### config.mk
export PLATFORM = sky130hd
export DESIGN_NAME = pong_score_ctl
export DESIGN_NICKNAME = d
export VERILOG_FILES = /design/src/rtl/pong_score_ctl.sv
export SDC_FILE = /design/constraint.sdc
export NUM_CORES = 1
export LEC_CHECK = 0
export BUFFER_PORTS_ARGS = -buffer_cell sky130_fd_sc_hd__buf_4
export CAP_MARGIN = 20
export CORE_MARGIN = 2
export CORE_UTILIZATION = 52
export CTS_BUF_LIST = sky130_fd_sc_hd__clkbuf_4
export CTS_CLUSTER_SIZE = 25
export DETAILED_ROUTE_END_ITERATION = 8
export GPL_TIMING_DRIVEN = 0
export PLACE_DENSITY_LB_ADDON = 0.3
export SLEW_MARGIN = 5
export SYNTH_ARGS = -nofsm -noshare
export SYNTH_HDL_FRONTEND = slang
export SYNTH_SLANG_ARGS = --single-unit
### constraint.sdc
create_clock -name clk_i -period 2.6 [get_ports clk_i]
set_clock_uncertainty 0.05 [all_clocks]
set_input_delay 0.13 -clock clk_i [delete_from_list [all_inputs] [get_ports clk_i]]
set_output_delay 0.13 -clock clk_i [all_outputs]
set_load 0.005 [all_outputs]
### src/rtl/pong_score_ctl.sv
// rtl/pong_score_ctl.sv - Pong score keeper: rally FSM, miss detection, scores, game over
// Optional feature macro: SCORE_AUTO_SERVE_EN (auto-serve after SERVE_DELAY clocks in POINT)
module pong_score_ctl #(
    parameter int GAME_WIDTH    = 40,
    parameter int GAME_HEIGHT   = 30,
    parameter int PADDLE_HEIGHT = 6,
    parameter int SCORE_LIMIT   = 9,
    parameter int SERVE_DELAY   = 25000000
) (
    input  logic       clk_i,
    input  logic       rst_i,
    input  logic       Start_i,
    input  logic [5:0] Ball_X_i,
    input  logic [5:0] Ball_Y_i,
    input  logic [5:0] Paddle_Y_P1_i,
    input  logic [5:0] Paddle_Y_P2_i,
    output logic       Game_Active_o,
    output logic [3:0] P1_Score_o,
    output logic [3:0] P2_Score_o,
    output logic       Game_Over_o,
    output logic       Winner_o
);

    // Reject parameter sets the 6-bit coordinates and 4-bit scores cannot represent.
    if (GAME_WIDTH < 2 || GAME_WIDTH > 64 || GAME_HEIGHT < 1 || GAME_HEIGHT > 64 ||
        PADDLE_HEIGHT < 1 || SCORE_LIMIT < 1 || SCORE_LIMIT > 15 || SERVE_DELAY < 1) begin : g_bad_params
        $error("pong_score_ctl: illegal parameter set");
    end

    typedef enum logic [1:0] {
        S_IDLE,
        S_RUNNING,
        S_POINT,
        S_GAME_OVER
    } state_t;

    localparam logic [5:0] RIGHT_COL = 6'(GAME_WIDTH - 1);
    localparam logic [6:0] PAD_LEN   = 7'(PADDLE_HEIGHT);
    localparam logic [3:0] LIMIT     = 4'(SCORE_LIMIT);

    state_t     state_q;
    logic [5:0] x_prev_q;
    logic [3:0] p1_q;
    logic [3:0] p2_q;
    logic       active_q;
    logic       over_q;
    logic       winner_q;
    // High on the first POINT cycle, where Start_i is not yet honoured.
    logic       point_first_q;

`ifdef SCORE_AUTO_SERVE_EN
    localparam int CNT_W = $clog2(SERVE_DELAY + 1);
    localparam logic [CNT_W-1:0] CNT_LAST = CNT_W'(SERVE_DELAY - 1);
    logic [CNT_W-1:0] serve_cnt_q;
`endif

    logic       arrival_left;
    logic       arrival_right;
    logic       cover_p1;
    logic       cover_p2;
    logic       miss_left;
    logic       miss_right;
    logic [3:0] p1_inc_d;
    logic [3:0] p2_inc_d;

    // An arrival is the first sample on a paddle column, so dwelling there scores once.
    assign arrival_left  = (Ball_X_i == 6'd0) && (x_prev_q != 6'd0);
    assign arrival_right = (Ball_X_i == RIGHT_COL) && (x_prev_q != RIGHT_COL);

    // Cover window is computed 7 bits wide so a paddle near row 63 cannot wrap.
    assign cover_p1 = ({1'b0, Paddle_Y_P1_i} <= {1'b0, Ball_Y_i}) &&
                      ({1'b0, Ball_Y_i} < ({1'b0, Paddle_Y_P1_i} + PAD_LEN));
    assign cover_p2 = ({1'b0, Paddle_Y_P2_i} <= {1'b0, Ball_Y_i}) &&
                      ({1'b0, Ball_Y_i} < ({1'b0, Paddle_Y_P2_i} + PAD_LEN));

    assign miss_left  = arrival_left && !cover_p1;
    assign miss_right = arrival_right && !cover_p2;

    // Saturating increments.
    assign p1_inc_d = (p1_q == 4'd15) ? 4'd15 : p1_q + 4'd1;
    assign p2_inc_d = (p2_q == 4'd15) ? 4'd15 : p2_q + 4'd1;

    // Game FSM with all outputs registered alongside the state.
    always_ff @(posedge clk_i) begin
        if (rst_i) begin
            state_q       <= S_IDLE;
            x_prev_q      <= 6'd0;
            p1_q          <= 4'd0;
            p2_q          <= 4'd0;
            active_q      <= 1'b0;
            over_q        <= 1'b0;
            winner_q      <= 1'b0;
            point_first_q <= 1'b0;
`ifdef SCORE_AUTO_SERVE_EN
            serve_cnt_q   <= '0;
`endif
        end else begin
            x_prev_q <= Ball_X_i;
            case (state_q)
                S_IDLE: begin
                    if (Start_i) begin
                        state_q  <= S_RUNNING;
                        active_q <= 1'b1;
                    end
                end
                S_RUNNING: begin
                    if (miss_left) begin
                        p2_q     <= p2_inc_d;
                        active_q <= 1'b0;
                        if (p2_inc_d == LIMIT) begin
                            state_q  <= S_GAME_OVER;
                            over_q   <= 1'b1;
                            winner_q <= 1'b1;
                        end else begin
                            state_q       <= S_POINT;
                            point_first_q <= 1'b1;
                        end
                    end else if (miss_right) begin
                        p1_q     <= p1_inc_d;
                        active_q <= 1'b0;
                        if (p1_inc_d == LIMIT) begin
                            state_q  <= S_GAME_OVER;
                            over_q   <= 1'b1;
                            winner_q <= 1'b0;
                        end else begin
                            state_q       <= S_POINT;
                            point_first_q <= 1'b1;
                        end
                    end
                end
                S_POINT: begin
                    point_first_q <= 1'b0;
`ifdef SCORE_AUTO_SERVE_EN
                    if ((!point_first_q && Start_i) || (serve_cnt_q == CNT_LAST)) begin
                        state_q     <= S_RUNNING;
                        active_q    <= 1'b1;
                        serve_cnt_q <= '0;
                    end else begin
                        serve_cnt_q <= serve_cnt_q + 1'b1;
                    end
`else
                    if (!point_first_q && Start_i) begin
                        state_q  <= S_RUNNING;
                        active_q <= 1'b1;
                    end
`endif
                end
                S_GAME_OVER: begin
                    if (Start_i) begin
                        state_q  <= S_RUNNING;
                        active_q <= 1'b1;
                        over_q   <= 1'b0;
                        winner_q <= 1'b0;
                        p1_q     <= 4'd0;
                        p2_q     <= 4'd0;
                    end
                end
                default: begin
                    state_q <= S_IDLE;
                end
            endcase
        end
    end

    assign Game_Active_o = active_q;
    assign P1_Score_o    = p1_q;
    assign P2_Score_o    = p2_q;
    assign Game_Over_o   = over_q;
    assign Winner_o      = winner_q;

endmodule
Yosys cells after proc, flatten, opt, wreduce, memory -nomap -nowiden
Cells that the tools add are included.
{"block": "op_classes", "n_addsub": 4, "n_lt_le_gt_ge": 4, "n_eq_ne": 20, "n_mux": 35, "n_reduce_logical": 21}
{"op": "4-bit two-way mux", "n": 6}
{"op": "1-bit two-way mux", "n": 18}
{"op": "4-bit == test (second input constant)", "n": 4}
{"op": "4-bit one-hot mux with 2 select lines", "n": 2}
{"op": "3-bit != test (second input constant)", "n": 5}
{"op": "6-bit by 3-bit adder with 7-bit output (second input constant)", "n": 2}
{"op": "6-bit by 7-bit < comparator with 1-bit output", "n": 2}
{"op": "6-bit less-or-equal comparator", "n": 2}
{"op": "2-bit != test (second input constant)", "n": 5}
{"op": "4-bit by 1-bit adder with 4-bit output (second input constant)", "n": 2}
{"op": "2-bit two-way mux", "n": 4}
{"op": "4-bit AND reduction", "n": 2}
{"op": "1-bit logical AND", "n": 7}
{"op": "6-bit == test (second input constant)", "n": 1}
{"op": "6-bit logical NOT", "n": 1}
{"op": "6-bit != test (second input constant)", "n": 1}
{"op": "1-bit one-hot mux with 2 select lines", "n": 3}
{"op": "2-bit one-hot mux with 3 select lines", "n": 1}
{"op": "3-bit AND reduction", "n": 2}
{"op": "6-bit nonzero test", "n": 1}
{"op": "5-bit AND reduction", "n": 1}
{"op": "2-bit == test (second input constant)", "n": 2}
{"op": "2-bit nonzero test", "n": 2}
{"op": "1-bit logical NOT", "n": 3}
{"op": "5 further kinds", "n": 5}
{"block": "totals", "ff_bits": 20, "inputBits": 27, "out_inout_bits": 11, "wordCells": 92}

Depth between registers and ports, before layout
{"block": "logic_depth", "ltp_word": 8, "mapped_depth": 11}

Worst setup path after synthesis
OpenSTA, ideal clock, no wires.
{"block": "synth_timing", "kind": "input -> register", "from": "in Paddle_Y_P1_i[1]", "to": "reg active_q (netlist: Game_Active_o)", "setup_time_ns": 0.123, "t_arrival_ns": 2.250, "required_ns": 2.427, "setup_slack_ns": 0.176, "stages": 10, "path_buffers": 0, "path_cell_list": "inv_1 ha_1 nor2_1 xnor2_1 ha_1 nor2b_1 o311ai_2 nand2_1 o311a_1 mux2_1"}
{"block": "synth_via", "elab_chain_cells": 7}
{"item": "from (decl)", "line": "15", "source": "input logic [5:0] Paddle_Y_P1_i,"}
{"item": "6-bit by 3-bit adder with 7-bit output", "line": "72", "source": "({1'b0, Ball_Y_i} < ({1'b0, Paddle_Y_P1_i} + PAD_LEN));"}
{"item": "6-bit by 7-bit < comparator with 1-bit output", "line": "72"}
{"item": "1-bit logical AND *", "line": "71", "source": "assign cover_p1 = ({1'b0, Paddle_Y_P1_i} <= {1'b0, Ball_Y_i}) &&"}
{"item": "1-bit logical NOT *", "line": "76", "source": "assign miss_left = arrival_left && !cover_p1;"}
{"item": "1-bit logical AND *", "line": "76"}
{"item": "3-bit != test (no line) or 1-bit two-way mux (tied branches)"}
{"item": "3-bit AND reduction (no line) or 1-bit one-hot mux with 3 select lines (tied branches)"}
{"item": "to (signal assigned)", "line": "90", "source": "active_q <= 1'b0;"}
{"item": "to (signal assigned)", "line": "103", "source": "active_q <= 1'b1;"}
{"item": "to (signal assigned)", "line": "109", "source": "active_q <= 1'b0;"}
{"item": "to (decl)", "line": "45", "source": "logic active_q;"}
Every way passes the cells marked *; elsewhere a longest branch is shown, timed or not.
A chain may end at the register's enable or synchronous reset.

Final worst setup path
Same ends and word-level chain as after synthesis.

==> flow_summary.ini <==
[place]
preCtsSetupSlack_ns = -0.133
gp_congestion = 0.809
io_buffers = 37
place_area_um2 = 2210
place_hpwl_um = 3120

[finish]
fin_nets = 327
final_area_um2 = 2240
area_growth_pct = 19.3
n_fill_cell = 289
layout-drive-gt1-share_pct = 19.2
antennaDiodeCount = 0

[synth]
synth_cell_type_count = 47
syn_inst = 224
synth.area.top_cells = ha_1 (23%), dfxtp_1 (21%), a21oi_1 (5.3%)
synth_top_area_cell = ha_1
yosysWarnings = 0
synth_top_area_share_pct = 22.7
syn-cell-area_um2 = 1880
avgSynthCellArea_um2 = 8.38
async_reset_ff_share_pct = 0
ys_seq_elements = 20
synth_commonest_cells = ha_1 (34), inv_1 (26), a21oi_1 (20), dfxtp_1 (20), nand2_1 (14)
ys_seq_area_share_pct = 21.3
synth-edff-count = 0
yosysMostFrequentCell = ha_1
syn_nets = 285
ys.flop_type = dfxtp_1

[die]
die_w_um = 64.1
core_area_um2 = 3390
rows = 21
ios = 38
die-height_um = 64.1
start_util_pct = 55.4
dieArea_um2 = 4110

[detailed_routing]
ant_nets = 0
drc = 0
drt_pre_antenna_iters = 4
vias = 1701
drt_iter0_markers = 110
routedWlPerCell_um = 12.0
drt_wl_total_um = 3720
vias_per_cell = 5.47

[grt]
grt_pass1_vias = 1529
grt_pass1_wl_um = 6360
grt_max_degree = 12
grt.overflow.total = 0
antenna_found_initial = 0
grt_util_all_layers_pct = 18.8

[pwr]
leakage_nw = 1.00
peakVddDrop_mv = 0.292
pwr_density_cell_nw_per_um2 = 512
power.total_mw = 1.15

[min_path]
min_path_type = primary input to register
hp-start = Ball_X_i[4]

[clock_tree]
clkLatencyLatePin_ns = 0.31
cts.clk_slew.worst_paths_ns = 0.12
htreeDepth = 1
ctsHoldBuffers = 0
cts_root_buffer = clkbuf_4
cts_sinks = 20
cts_tree = done
cts_buffer_depth = 2
cts-resized-gates = 0
cts_setup_buffers = 0
cts_buffers = 3

[setup_path]
path_delay_family = compound AO/OA/AOI/OAI gates
cp-start-kind = primary input
crit_type = primary input to register
crit_slowest_cell = o311ai_2
crit_chain = buf_4 > inv_1 > ha_1 > nor2_1 > xnor2_1 > ha_1 > nor2b_1 > o311ai_2 > nand2_1 > o311a_1 > mux2_1
critPathBufInv = 2
crit_fanout = 5
crit_top_cell = ha_1
r2r_start = x_prev_q[0]
worstPathRequired_ns = 2.76
end_kind = register
crit_path_max_incr_delay_ns = 0.47
cp.arrival_ns = 2.55
cp-startpoint = Paddle_Y_P1_i[1]

[sta]
hold_violations = 0
setup_violations = 0
max_freq_ghz = 0.419
setup-tns-final_ns = 0
min_period_ns = 2.39
slew-limit-headroom_pct = 61.7
slew_violations = 0
fin_ws_ns = 0.211
fin_crit_sh_pct = 91.9
max_slew.worst_pin.slew_ns = 0.569
rsz0062_at_grt = false

[job]
drv_cap = 0

[run_status]
status = finished, final reports clean
==> kinds of logic after synthesis <==
kind of cell               share of synthesized area [%]
and+or+nand+nor                                     19.7
adders and majority gates                           22.7
DFF                                                 21.3
buffers and inverters                               5.80
AOI/OAI and AO/OA                                   23.9
muxes                                               3.80
xor gates and xnor gates                            2.80
==> area by class of cell <==
| cell class | count | area, um2 | share of cell area, % |
|---|---|---|---|
| Timing Repair Buffer | 37 | 278 | 12.4 |
| Inverter | 26 | 97.6 | 4.36 |
| Clock buffer | 3 | 22.5 | 1.01 |
| Sequential cell | 20 | 400 | 17.9 |
| Multi-Input combinational cell | 175 | 1370 | 61.1 |
| Clock inverter | 1 | 3.75 | 0.168 |
| Buffer | 3 | 11.3 | 0.503 |
| Tap cell | 46 | 57.6 | 2.57 |
==> placed cells by master, fill, tap and decap left out, drive strengths merged, types with 2 or more instances in the layout <==
master and n:
nor2 12, a211oi 6, nand4 4, inv 26
ha 34, or3b 2, o21bai 5, xor2 4
buf 37, o21ai 6, or2 3, xnor2 2
a41oi 2, a31oi 2, clkbuf 6, o21a 2
o311ai 4, nand2 14, nand3 9, dfxtp 20
nand2b 6, mux2i 6, o2111ai 2, a21boi 2
nor2b 9, a21oi 20, nor4 4
==> routing by layer <==
layer / vias to the layer above / wire [um] / track usage (%)
met3: 4 / 134 / 1.06
li1: 887 / - / -
met4: 0 / 47 / 5.98
met2: 33 / 1840 / 34.0
met1: 777 / 1700 / 23.7
met5: - / 0 / 0
==> state kept, by name, summed over array words and instances (netlist names) <==
name / cells
x_prev_q: 6
Winner_o: 1
P2_Score_o: 4
point_first_q: 1
P1_Score_o: 4
state_q: 2
Game_Active_o: 1
Game_Over_o: 1
==> report_power, final <==
part / switching (mW) / internal [mW]
clock network: 0.0938 / 0.0560
registers: 0.0614 / 0.359
logic: 0.297 / 0.280
total: 0.452 / 0.695
==> worst paths after layout <==
path	cells past startpoint	end	slack, ns
setup / recovery	11	Game_Active_o	0.21
hold / removal	2	x_prev_q[4]	0.01
setup reg to reg	6	Game_Active_o	0.37
hold reg to reg	2	state_q[1]	0.46
==> through the flow <==
stage	hold WS, ns	cells	utilization [%]
after floorplan	0.208	224	-
after CTS	0.0127	311	66.0
after detailed placement	0.313	307	65.3
final	0.00971	311	66.0
after global placement	0.316	307	65.3
after global routing	0.0204	311	66.0
No activity file was read; power rests on OpenSTA's default activity.
